<file path="src/rtl/sqrt_frac_rem.sv">
// sqrt_frac_rem
//   Multicycle restoring square root of an unsigned radicand. The result
//   has FRAC fractional bits and comes with the exact remainder. The
//   engine produces one root bit per clock. The result can optionally be
//   rounded to nearest.
//
//   Parameters
//     WIDTH  radicand width (even, >= 4)
//     FRAC   fractional result bits (0..WIDTH/2)
//     ROUND  1 = round root to nearest, 0 = truncate
//
//   Ports
//     clk    rising-edge clock
//     rst    asynchronous active-low reset
//     start  operation request, sampled only while busy is low
//     abort  synchronous cancel of an operation in flight
//     num    radicand, captured on the accepting edge
//     busy   high while an operation is in flight
//     done   one-cycle pulse when out/rem are updated
//     out    root (RW = WIDTH/2 + FRAC bits)
//     rem    num*4^FRAC - floor_root^2 (always the pre-rounding remainder)
module sqrt_frac_rem #(
  parameter int WIDTH = 32,
  parameter int FRAC  = 0,
  parameter int ROUND = 0,
  localparam int RW   = WIDTH/2 + FRAC
) (
  input  logic             clk,
  input  logic             rst,
  input  logic             start,
  input  logic             abort,
  input  logic [WIDTH-1:0] num,
  output logic             busy,
  output logic             done,
  output logic [RW-1:0]    out,
  output logic [RW:0]      rem
);

  localparam int RADW = 2*RW;
  localparam int CW   = (RW > 1) ? $clog2(RW) : 1;

  generate
    if ((WIDTH % 2) != 0 || WIDTH < 4) begin : g_bad_width
      $error("sqrt_frac_rem: WIDTH must be even and at least 4");
    end
    if (FRAC < 0 || FRAC > WIDTH/2) begin : g_bad_frac
      $error("sqrt_frac_rem: FRAC must lie in 0..WIDTH/2");
    end
  endgenerate

  // FIN is the settle cycle after the last digit. It lets out/rem load
  // from registered values, and RND adds the optional rounding cycle.
  typedef enum logic [2:0] {
    S_IDLE,
    S_CALC,
    S_FIN,
    S_RND,
    S_DONE
  } state_t;

  state_t state, state_next;

  logic [RADW-1:0] rad;
  logic [RW-1:0]   root;
  logic [RW+1:0]   acc;
  logic [CW-1:0]   cnt;

  logic            accept;
  logic [1:0]      bits;
  logic [RW+1:0]   shifted;
  logic [RW+1:0]   trial;
  logic            take;
  logic [RW-1:0]   rounded;

  assign accept = (state == S_IDLE || state == S_DONE) && start && !abort;

  // One restoring step. The compare is done at full width so that the
  // sign of the trial is exact. When the trial is taken, the new
  // remainder is at most 2*root, so it fits the truncated width.
  always_comb begin
    bits    = rad[RADW-1 -: 2];
    shifted = {acc[RW-1:0], bits};
    take    = ({acc, bits} >= {2'b00, root, 2'b01});
    trial   = shifted - {root, 2'b01};
    // Rounding up is needed when rem > root. Ties are impossible
    // because rem and root are integers.
    rounded = (({2'b00, root} < acc) && !(&root)) ? root + RW'(1) : root;
  end

  always_ff @(posedge clk or negedge rst) begin
    if (!rst) begin
      state <= S_IDLE;
    end else begin
      state <= state_next;
    end
  end

  always_comb begin
    state_next = state;
    busy       = 1'b0;
    done       = 1'b0;
    case (state)
      S_IDLE: begin
        if (accept) state_next = S_CALC;
      end
      S_CALC: begin
        busy = 1'b1;
        if (abort)               state_next = S_IDLE;
        else if (cnt == '0)      state_next = S_FIN;
      end
      S_FIN: begin
        busy = 1'b1;
        if (abort)               state_next = S_IDLE;
        else if (ROUND != 0)     state_next = S_RND;
        else                     state_next = S_DONE;
      end
      S_RND: begin
        busy = 1'b1;
        state_next = abort ? S_IDLE : S_DONE;
      end
      S_DONE: begin
        done = 1'b1;
        state_next = accept ? S_CALC : S_IDLE;
      end
      default: state_next = S_IDLE;
    endcase
  end

  // Datapath. The radicand is pre-scaled by 4^FRAC so that the fractional
  // digits fall out of the same integer iteration. The visible outputs
  // change only on the edge that enters DONE.
  always_ff @(posedge clk or negedge rst) begin
    if (!rst) begin
      rad  <= '0;
      root <= '0;
      acc  <= '0;
      cnt  <= '0;
      out  <= '0;
      rem  <= '0;
    end else begin
      if (accept) begin
        rad  <= RADW'(num) << (2*FRAC);
        root <= '0;
        acc  <= '0;
        cnt  <= CW'(RW-1);
      end else if (state == S_CALC) begin
        rad  <= rad << 2;
        acc  <= take ? trial : shifted;
        root <= {root[RW-2:0], take};
        cnt  <= cnt - CW'(1);
      end
      if (state_next == S_DONE) begin
        out <= (ROUND != 0) ? rounded : root;
        rem <= acc[RW:0];
      end
    end
  end

endmodule
</file>
<file path="config.mk">
export PLATFORM = sky130hd
export DESIGN_NAME = sqrt_frac_rem
export DESIGN_NICKNAME = d
export VERILOG_FILES = /design/src/rtl/sqrt_frac_rem.sv
export SDC_FILE = /design/constraint.sdc
export NUM_CORES = 1
export LEC_CHECK = 0
export ABC_CLOCK_PERIOD_IN_PS = 7000
export CORE_UTILIZATION = 55
export CTS_CLUSTER_DIAMETER = 60
export CTS_CLUSTER_SIZE = 30
export DETAILED_ROUTE_END_ITERATION = 12
export PLACE_DENSITY = 0.8
export SYNTH_ARGS = -nofsm -noshare
export SYNTH_HDL_FRONTEND = slang
export SYNTH_SLANG_ARGS = --single-unit
export TNS_END_PERCENT = 100
</file>
<file path="constraint.sdc">
create_clock -name clk -period 7 [get_ports clk]
set_clock_uncertainty 0.15 [all_clocks]
set_input_delay 1.75 -clock clk [delete_from_list [all_inputs] [get_ports clk]]
set_output_delay 1.75 -clock clk [all_outputs]
set_load 0.05 [all_outputs]
</file>
==> results of run 1 <==
state kept, by name, summed over array words and instances (netlist names):
name,flops
acc,18
cnt,4
out,16
rad,32
rem,17
root,16
state,3
final cells by class:
| class | instances | area, um^2 | share of cell area, % |
|---|---|---|---|
| Clock buffer | 10 | 128 | 2.08 |
| Clock inverter | 3 | 67.6 | 1.10 |
| Inverter | 22 | 82.6 | 1.35 |
| Multi-Input combinational cell | 357 | 2310 | 37.7 |
| Sequential cell | 106 | 2650 | 43.3 |
| Tap cell | 108 | 135 | 2.21 |
| Timing Repair Buffer | 77 | 751 | 12.3 |
power breakdown:
part | total [mW] | internal [mW] | leakage [nW] | switching, mW
Sequential | 0.849 | 0.741 | 1.36 | 0.108
Combinational | 1.13 | 0.482 | 1.30 | 0.652
Clock | 0.389 | 0.196 | 0.0943 | 0.193
Total | 2.37 | 1.42 | 2.75 | 0.952
metal layers:
layer / track usage [%] / up-vias / wire (um)
met3: 3.12 / 17 / 454
met2: 40.4 / 111 / 5200
met1: 31.2 / 1896 / 4750
met4: 9.30 / 0 / 224
li1: - / 1896 / -
met5: 0 / - / 0
worst max-delay path, stage by stage (launching register included):
cell and delay (ns):
dfrtp_1 0.40, nor2_1 0.21, and2_1 0.17, clkdlybuf4s50_1 0.80
metrics by stage:
step / worst slack (ns) / hold WS (ns) / instance area [um^2]
3_3_place_gp: 3.18 / 0.308 / 5930
2_1_floorplan: 3.68 / 0.296 / 5120
3_5_place_dp: 3.12 / 0.314 / 5930
4_1_cts: 3.13 / 0.335 / 6120
5_1_grt: 3.09 / 0.350 / 6120
6_report: 3.16 / 0.333 / 6120
cells by family (layout without fill, tap and decap cells):
family / count (synthesis) / in the layout / share of synthesized area [%]
buffers and inverters: 46 / 112 / 3.66
DFF: 106 / 106 / 51.8
muxes: 38 / 38 / 8.23
adders and majority gates: 19 / 19 / 4.64
and+or+nand+nor: 160 / 160 / 13.4
AOI/OAI and AO/OA: 125 / 125 / 15.7
xor gates and xnor gates: 15 / 15 / 2.56
final timing paths:
kind	from	to	slack, ns	cells after the start
max in group asynchronous	rst	state[0]	4.26	2
setup reg to reg	root[0]	acc[12]	3.95	10
setup / recovery	state[0]	done	3.16	3
hold / removal	rad[29]	rad[29]	0.33	2
hold reg to reg	rad[29]	rad[29]	0.33	2
min in group asynchronous	rst	rad[7]	1.11	1
placed cells by master, fill, tap and decap left out, drive strengths merged, types with 19 or more instances in the layout:
cell           instances
ha                    19
a21oi                 25
o21ai                 45
clkdlybuf4s50         69
dfrtp                106
nor2                  22
mux2                  33
inv                   22
nand2                 96
a22oi                 29
==> run summary, run 1 <==
mapped cell area: 5120 um^2
CP Launch Type: flop
antenna violations before repair: 0
largest net degree at the start of global routing: 83
Least-Margin Pin Slew: 1.00 ns
Synth area leaders: dfrtp_1 52%, mux2_2 7.3%, nand2_1 7.0%
wire per inst: 15.6 um
PwrDens: 387 nW/um^2
Max VDD drop: 0.211 mV
drt total wl: 10600 um
Num CTS Buffers: 9
Initial Util: 57.9%
num ports: 71
WS Path Type: reg -> out
Final nets: 628
DR vias/cell: 5.74
fmax: 260 MHz
dpl hpwl: 7420 um
antenna cells: 0
FF+latch count, synth: 106
Post-synth top flop: dfrtp_1
Net Count, Synth: 564
Mapped Avg Cell Area: 10.1 um^2
Post-Place Cells: 670
RSZ-0062 raised after global routing: no
fin. max-slew vios: 0
drt drc: 0
post-CTS sizing: 0
Arr. time, crit path: 1.94 ns
endpoint type of the worst setup path: output port
die width: 98.5 um
total setup buffers inserted after CTS: 0
H-tree depth: 3
most common cell in the netlist: dfrtp_1
Remaining Overflow, GRT: 0
Rel. slew slack: 33.2%
GRT Total Usage: 23.8%
number of flops mapped to enable cells by yosys: 0
vias in the first global route: 3990
number of routed nets with antenna violations: 0
clk slew on worst S/H paths: 0.09 ns
TritonCTS clock tree: built
CTS sink count: 106
Finished Core Util: 69.2%
core area: 8850 um^2
Synth area leader: dfrtp_1
Non-Filler Instances: 683
Post-synth top cells: 106 x dfrtp_1, 96 x nand2_1, 33 x mux2_2, 29 x a22oi_1, 27 x o21ai_0
Yosys top cell area share: 51.8%
clk buf depth: 2
DR pass1 iterations: 7
Distinct cells, synth: 48
Seq/Total Area, Yosys: 51.8%
Die Y: 98.5 um
Worst-Skew Late Latency: 0.37 ns
setup_tns: 0 ns
status: finished, final reports clean
final cycle utilization of the critical path: 54.9%
initial drt markers: 253
clk root buf: clkbuf_8
total power: 2.37 mW
YS warnings: 0
first-pass GRT wire length: 18400 um
share of cells above drive strength 1: 10.6%
Synth Instances: 509
PortBufs: 70
Filler Cell Count: 682
GP Congestion: 0.869
critical-path maximum fanout: 4
Leak: 2.75 nW
Final Hold Vio Count: 0
Maximum Capacitance Violations: 0
Hold WC Path Type: reg -> reg
minimum clock period after layout: 3.84 ns
Worst EP required: 5.10 ns
final setup fails: 0
Async S/R FF share, synth: 100%
row count: 34
cts hold-fix bufs: 0
DIE AREA: 9700 um^2
DR vias: 3920
Layout area overhead: 19.5%
Note: power is estimated with default switching activity, not from simulation.
==> run 2: changes to the inputs <==
--- a/config.mk
+++ b/config.mk
@@ -5,12 +5,12 @@
 export SDC_FILE = /design/constraint.sdc
 export NUM_CORES = 1
 export LEC_CHECK = 0
-export ABC_CLOCK_PERIOD_IN_PS = 7000
-export CORE_UTILIZATION = 55
+export ABC_CLOCK_PERIOD_IN_PS = 3400
+export CORE_UTILIZATION = 50
 export CTS_CLUSTER_DIAMETER = 60
 export CTS_CLUSTER_SIZE = 30
 export DETAILED_ROUTE_END_ITERATION = 12
-export PLACE_DENSITY = 0.8
+export PLACE_DENSITY = 0.77
 export SYNTH_ARGS = -nofsm -noshare
 export SYNTH_HDL_FRONTEND = slang
 export SYNTH_SLANG_ARGS = --single-unit
==> constraint.sdc (replaced) <==
create_clock -name clk -period 3.4 [get_ports clk]
set_clock_uncertainty 0.15 [all_clocks]
set_input_delay 0.85 -clock clk [delete_from_list [all_inputs] [get_ports clk]]
set_output_delay 0.85 -clock clk [all_outputs]
set_load 0.05 [all_outputs]
==> run 2 against run 1 <==
  * Non-clock buffer count increased by 6
  * Clock power increased by 100%
  * Sequential power increased by 110%
  * Die area increased by 9.8%
  * Largest power group unchanged
  * Sequential share of layout area decreased by 0.65 points
  * Via count increased by 3.0%
  * Hold slack got worse by 0.013 ns
  * Utilization decreased by 6.2 points
  * Critical path type is now reg -> reg
  * Final area increased by 1.5%
  * Global-route usage decreased by 1.4 points
  * Register-to-register slack got worse by 3.7 ns
==> run summary, run 2 (same netlist as run 1, synthesis figures left out) <==
Arr. time, crit path: 3.22 ns (+1.28 ns)
Num CTS Buffers: 9 (unchanged)
first-pass GRT wire length: 18400 um (unchanged)
minimum clock period after layout: 3.11 ns
Layout area overhead: 21.3%
Worst Slack Setup Final: 0.295 ns (-2.86 ns)
DR pass1 iterations: 6 (-1)
Rel. slew slack: 57.8% (+25 points)
antenna violations before repair: 0 (unchanged)
antenna cells: 0 (unchanged)
Remaining Overflow, GRT: 0 (unchanged)
fin. max-slew vios: 0 (unchanged)
drt drc: 0 (unchanged)
dpl hpwl: 8000 um (+7.8%)
Worst-Skew Late Latency: 0.37 ns (about the same)
Crit path buffers/inverters: 1 (unchanged)
row count: 36 (+5.9%)
initial drt markers: 195 (-23%)
final cycle utilization of the critical path: 91.3%
GP Congestion: 0.947 (+8.9%)
vias in the first global route: 3933 (-1.4%)
Leak: 2.80 nW (+1.6%)
Max VDD drop: 0.401 mV (+90%)
number of routed nets with antenna violations: 0 (unchanged)
cts hold-fix bufs: 0 (unchanged)
Least-Margin Pin Slew: 0.633 ns (-0.369 ns)
post-CTS sizing: 0 (unchanged)
core area: 9860 um^2 (+11%)
largest net degree at the start of global routing: 58 (-30%)
WS Path Type: reg -> reg
max FFs per register: 32 (unchanged)
endpoint type of the worst setup path: flop
Met2 Routed Length: 5350 um (+2.9%)
RSZ-0062 raised after global routing: no
DR vias/cell: 5.63 (-1.9%)
clk buf depth: 2 (unchanged)
die width: 103 um (+4.8%)
Maximum Capacitance Violations: 0 (unchanged)
critical-path maximum fanout: 18 (+14)
Post-Place Cells: 701 (+4.6%)
CP Launch Type: flop
final setup fails: 0 (unchanged)
DIE AREA: 10700 um^2 (+9.8%)
met3 wire len: 534 um (+18%)
Reg with most FFs: rad
PortBufs: 70 (unchanged)
share of cells above drive strength 1: 12.2% (+1.5 points)
Worst path max stage delay: 0.62 ns (-0.18 ns)
Initial Util: 51.9% (-6.0 points)
setup_tns: 0 ns (unchanged)
CP cell instances: ha_1, and3_1, nand2_1, nor3_1, a221o_1, o41ai_4, buf_4, mux2i_1, o21ai_1
num ports: 71 (unchanged)
most frequent cells in the layout: 106 x dfrtp_1, 96 x nand2_1, 69 x clkdlybuf4s50_1, 33 x mux2_2, 29 x a22oi_1
Final Hold Vio Count: 0 (unchanged)
pre-CTS setup slack: 0.364 ns (-2.76 ns)
Largest regs: rad: 32 flops, acc: 18 flops, rem: 17 flops
family with the most delay on the worst path: compound AO/OA/AOI/OAI gates
Final nets: 634 (+0.96%)
DR vias: 4038 (+3.0%)
total setup buffers inserted after CTS: 0 (unchanged)
Slowest cell on crit path: o41ai_4
Non-Filler Instances: 717 (+5.0%)
PwrDens: 798 nW/um^2 (+110%)
Hold WC Path Type: in -> async
drt total wl: 11000 um (+3.7%)
CTS sink count: 106 (unchanged)
Max Used Layer: met4
Die Y: 103 um (+4.8%)
H-tree depth: 3 (unchanged)
clk slew on worst S/H paths: 0.11 ns (+0.02 ns)
status: finished, final reports clean
TritonCTS clock tree: built
wire per inst: 15.4 um (-1.2%)
Worst EP required: 3.51 ns (-1.59 ns)
commonest non-fill, non-tap cell in the layout: dfrtp_1
fmax: 322 MHz
GRT Total Usage: 22.4% (-1.4 points)
met1 wire length: 4940 um (+4.0%)
Finished Core Util: 63.0% (-6.2 points)
clk root buf: clkbuf_8
-- run 2: cell count changes in the layout (fill, tap and decap cells not counted), sizes merged --
cell      previous run  this run
clkinvlp             1         0
bufinv               2         1
clkinv               0         3
buf                  8        14
clkbuf              10         9
inv                 22        25
-- run 2: metal layers --
layer	up-vias	track usage [%]
met4	0	8.45
met5	-	0
met2	124	38.0
met1	1981	29.3
li1	1916	-
met3	17	3.09
-- run 2: final timing paths --
path                            slack (ns)     from      end  cells past startpoint
worst min register to register        0.33  rad[17]  rad[17]                      2
max in group asynchronous             2.04      rst   acc[0]                      2
min in group clk                      0.33  rad[17]  rad[17]                      2
worst min-delay path                  0.32      rst   out[3]                      1
worst max register to register        0.29  acc[11]   acc[9]                      9
worst max-delay path                  0.29  acc[11]   acc[9]                      9
-- run 2: stage by stage --
step / instance area, um^2 / power [mW] / hold slack, ns
finish: 6210 / 4.96 / 0.321
global route: 6210 / 5.32 / 0.361
CTS: 6210 / 4.95 / 0.338
detailed placement: 6020 / 4.13 / 0.313
global placement: 6020 / 4.02 / 0.307
floorplan: 5120 / 3.56 / 0.296
-- run 2: where the power goes --
group | total, mW | leakage [nW] | internal [mW] | switching, mW
registers | 1.75 | 1.36 | 1.53 | 0.220
logic | 2.42 | 1.34 | 1.02 | 1.39
clock network | 0.796 | 0.104 | 0.348 | 0.449
total | 4.96 | 2.80 | 2.89 | 2.06
-- run 2: cell type report --
cell class	instances	area, um^2
Fill cell	796	3650
Sequential cell	106	2650
Multi-Input combinational cell	357	2310
Timing Repair Buffer	83	808
Tap cell	133	166
Clock buffer	9	124
Inverter	22	82.6
Clock inverter	7	75.1
==> run 3: changes to the inputs <==
--- a/config.mk
+++ b/config.mk
@@ -11,6 +11,7 @@
 export CTS_CLUSTER_SIZE = 30
 export DETAILED_ROUTE_END_ITERATION = 12
 export PLACE_DENSITY = 0.77
+export REMOVE_ABC_BUFFERS = 1
 export SYNTH_ARGS = -nofsm -noshare
 export SYNTH_HDL_FRONTEND = slang
 export SYNTH_SLANG_ARGS = --single-unit
==> run 3 against run 2 <==
  * Total power is 1.1% lower
  * Fmax is 6.8% higher
  * Die area stayed put
  * Final area is 0.24% lower
  * Critical endpoint is now done
  * First-iteration DRC count is 35% lower
  * Sequential share of layout area is 0.10 points higher
  * Sequential cell count stayed put
  * Largest power group unchanged
==> run summary, run 3 (same netlist as run 1, synthesis figures left out) <==
status: finished, final reports clean
cts hold-fix bufs: 0 (unchanged)
Hold WC Path Type: reg -> reg
clk slew on worst S/H paths: 0.09 ns (-0.02 ns)
Worst-Skew Late Latency: 0.36 ns (about the same)
Final Hold Vio Count: 0 (unchanged)
CTS sink count: 106 (unchanged)
TritonCTS clock tree: built
critical-path maximum fanout: 4 (-14)
RSZ-0062 raised after global routing: no
final setup fails: 0 (unchanged)
row count: 36 (unchanged)
PwrDens: 791 nW/um^2 (-0.86%)
commonest non-fill, non-tap cell in the layout: dfrtp_1
Arr. time, crit path: 1.91 ns (-1.31 ns)
clk root buf: clkbuf_8
Post-Place Cells: 698 (-0.43%)
core area: 9860 um^2 (unchanged)
most frequent cells in the layout: 106 x dfrtp_1, 96 x nand2_1, 69 x clkdlybuf4s50_1, 33 x mux2_2, 29 x a22oi_1
Least-Margin Pin Slew: 0.920 ns (+0.287 ns)
worst r2r src: root[11]
Die Y: 103 um (unchanged)
Worst EP required: 2.40 ns (-1.11 ns)
first-pass GRT wire length: 17100 um (-6.9%)
Final nets: 631 (-0.47%)
Leak: 2.78 nW (-0.52%)
Num CTS Buffers: 9 (unchanged)
minimum clock period after layout: 2.91 ns (-0.197 ns)
max FFs per register: 32 (unchanged)
drt total wl: 10200 um (-7.4%)
die width: 103 um (unchanged)
Initial Util: 51.9% (unchanged)
DIE AREA: 10700 um^2 (unchanged)
num ports: 71 (unchanged)
R2R setup slack: 0.59 ns (+0.30 ns)
number of routed nets with antenna violations: 0 (unchanged)
placed inst area: 5990 um^2 (-0.37%)
Reg with most FFs: rad
Reg2Reg Depth: 10 (+1)
Max VDD drop: 0.349 mV (-13%)
Finished Core Util: 62.8% (-0.15 points)
CP startpoint: state[0]
PortBufs: 70 (unchanged)
fmax: 344 MHz (+6.8%)
antenna cells: 0 (unchanged)
GP Congestion: 0.853 (-9.9%)
H-tree depth: 3 (unchanged)
post-CTS sizing: 0 (unchanged)
clk buf depth: 2 (unchanged)
initial drt markers: 126 (-35%)
total setup buffers inserted after CTS: 0 (unchanged)
share of cells above drive strength 1: 11.2% (-0.93 points)
CP Launch Type: flop
Remaining Overflow, GRT: 0 (unchanged)
fin. max-slew vios: 0 (unchanged)
Rel. slew slack: 38.7% (-19 points)
GRT Total Usage: 20.8% (-1.6 points)
Non-Filler Instances: 712 (-0.70%)
cell area after layout: 6200 um^2 (-0.24%)
Layout area overhead: 21.0%
WS Path Type: reg -> out
drt drc: 0 (unchanged)
DR vias: 3839 (-4.9%)
DR vias/cell: 5.39 (-4.3%)
largest net degree at the start of global routing: 77 (+33%)
dpl hpwl: 7270 um (-9.2%)
RR Endpoint: acc[15]
DR pass1 iterations: 4 (-2)
Worst setup endpoint: done
endpoint type of the worst setup path: output port
setup_tns: 0 ns (unchanged)
wire per inst: 14.3 um (-6.8%)
antenna violations before repair: 0 (unchanged)
vias in the first global route: 3775 (-4.0%)
Maximum Capacitance Violations: 0 (unchanged)
final cycle utilization of the critical path: 85.5% (-5.8 points)
Largest regs: rad: 32 flops, acc: 18 flops, rem: 17 flops
## run 3: changes by cell type in the layout (fill, tap and decap cells not counted)
cell | previous run | this run
buf_4 | 13 | 10
inv_6 | 3 | 0
bufinv_16 | 1 | 2
clkbuf_1 | 0 | 1
clkbuf_8 | 9 | 10
clkinv_2 | 2 | 1
clkinv_4 | 1 | 0
## run 3: how the worst min path moves through the flow
stage / cells after the start / slack, ns / start / end
after CTS: 2 / 0.34 / rad[13] / rad[13]
after floorplan: 2 / 0.30 / rad[29] / rad[29]
after detailed placement: 2 / 0.31 / rad[13] / rad[13]
after global routing: 2 / 0.36 / rad[7] / rad[7]
final: 2 / 0.33 / rad[13] / rad[13]
after global placement: 2 / 0.31 / rad[13] / rad[13]
## run 3: power breakdown
group / leakage (nW) / switching (mW) / internal (mW)
combinational: 1.32 / 1.33 / 1.02
sequential: 1.36 / 0.208 / 1.53
clock: 0.105 / 0.391 / 0.426
total: 2.78 / 1.93 / 2.97
## run 3: layer usage
metal | track usage, % | vias to the layer above | wire [um]
li1 | - | 1905 | -
met5 | 0 | - | 0
met4 | 6.28 | 0 | 115
met3 | 5.51 | 13 | 534
met1 | 25.4 | 1828 | 4490
met2 | 36.3 | 93 | 5060
## run 3: area by class of cell
| cell class | instances | area, um^2 |
|---|---|---|
| fillers | 826 | 3660 |
| well taps | 133 | 166 |
| clock buffers | 11 | 141 |
| multi-input cells | 357 | 2310 |
| inverters | 22 | 82.6 |
| repair buffers | 80 | 786 |
| flip-flops and latches | 106 | 2650 |
| clock inverters | 3 | 65.1 |
## run 3: per-stage QoR
stage          worst slack [ns]  hold WS [ns]  power, mW
2_1_floorplan            -0.684         0.296       3.49
3_3_place_gp              0.646         0.310       4.04
3_5_place_dp              0.596         0.313       4.11
4_1_cts                   0.461         0.336       4.93
5_1_grt                   0.395         0.359       5.32
6_report                  0.491         0.330       4.90
## run 3: worst max-delay path, stage by stage (launching register included)
cell and delay (ns):
dfrtp_1 0.40, nor2_1 0.21, and2_1 0.16, clkdlybuf4s50_1 0.79
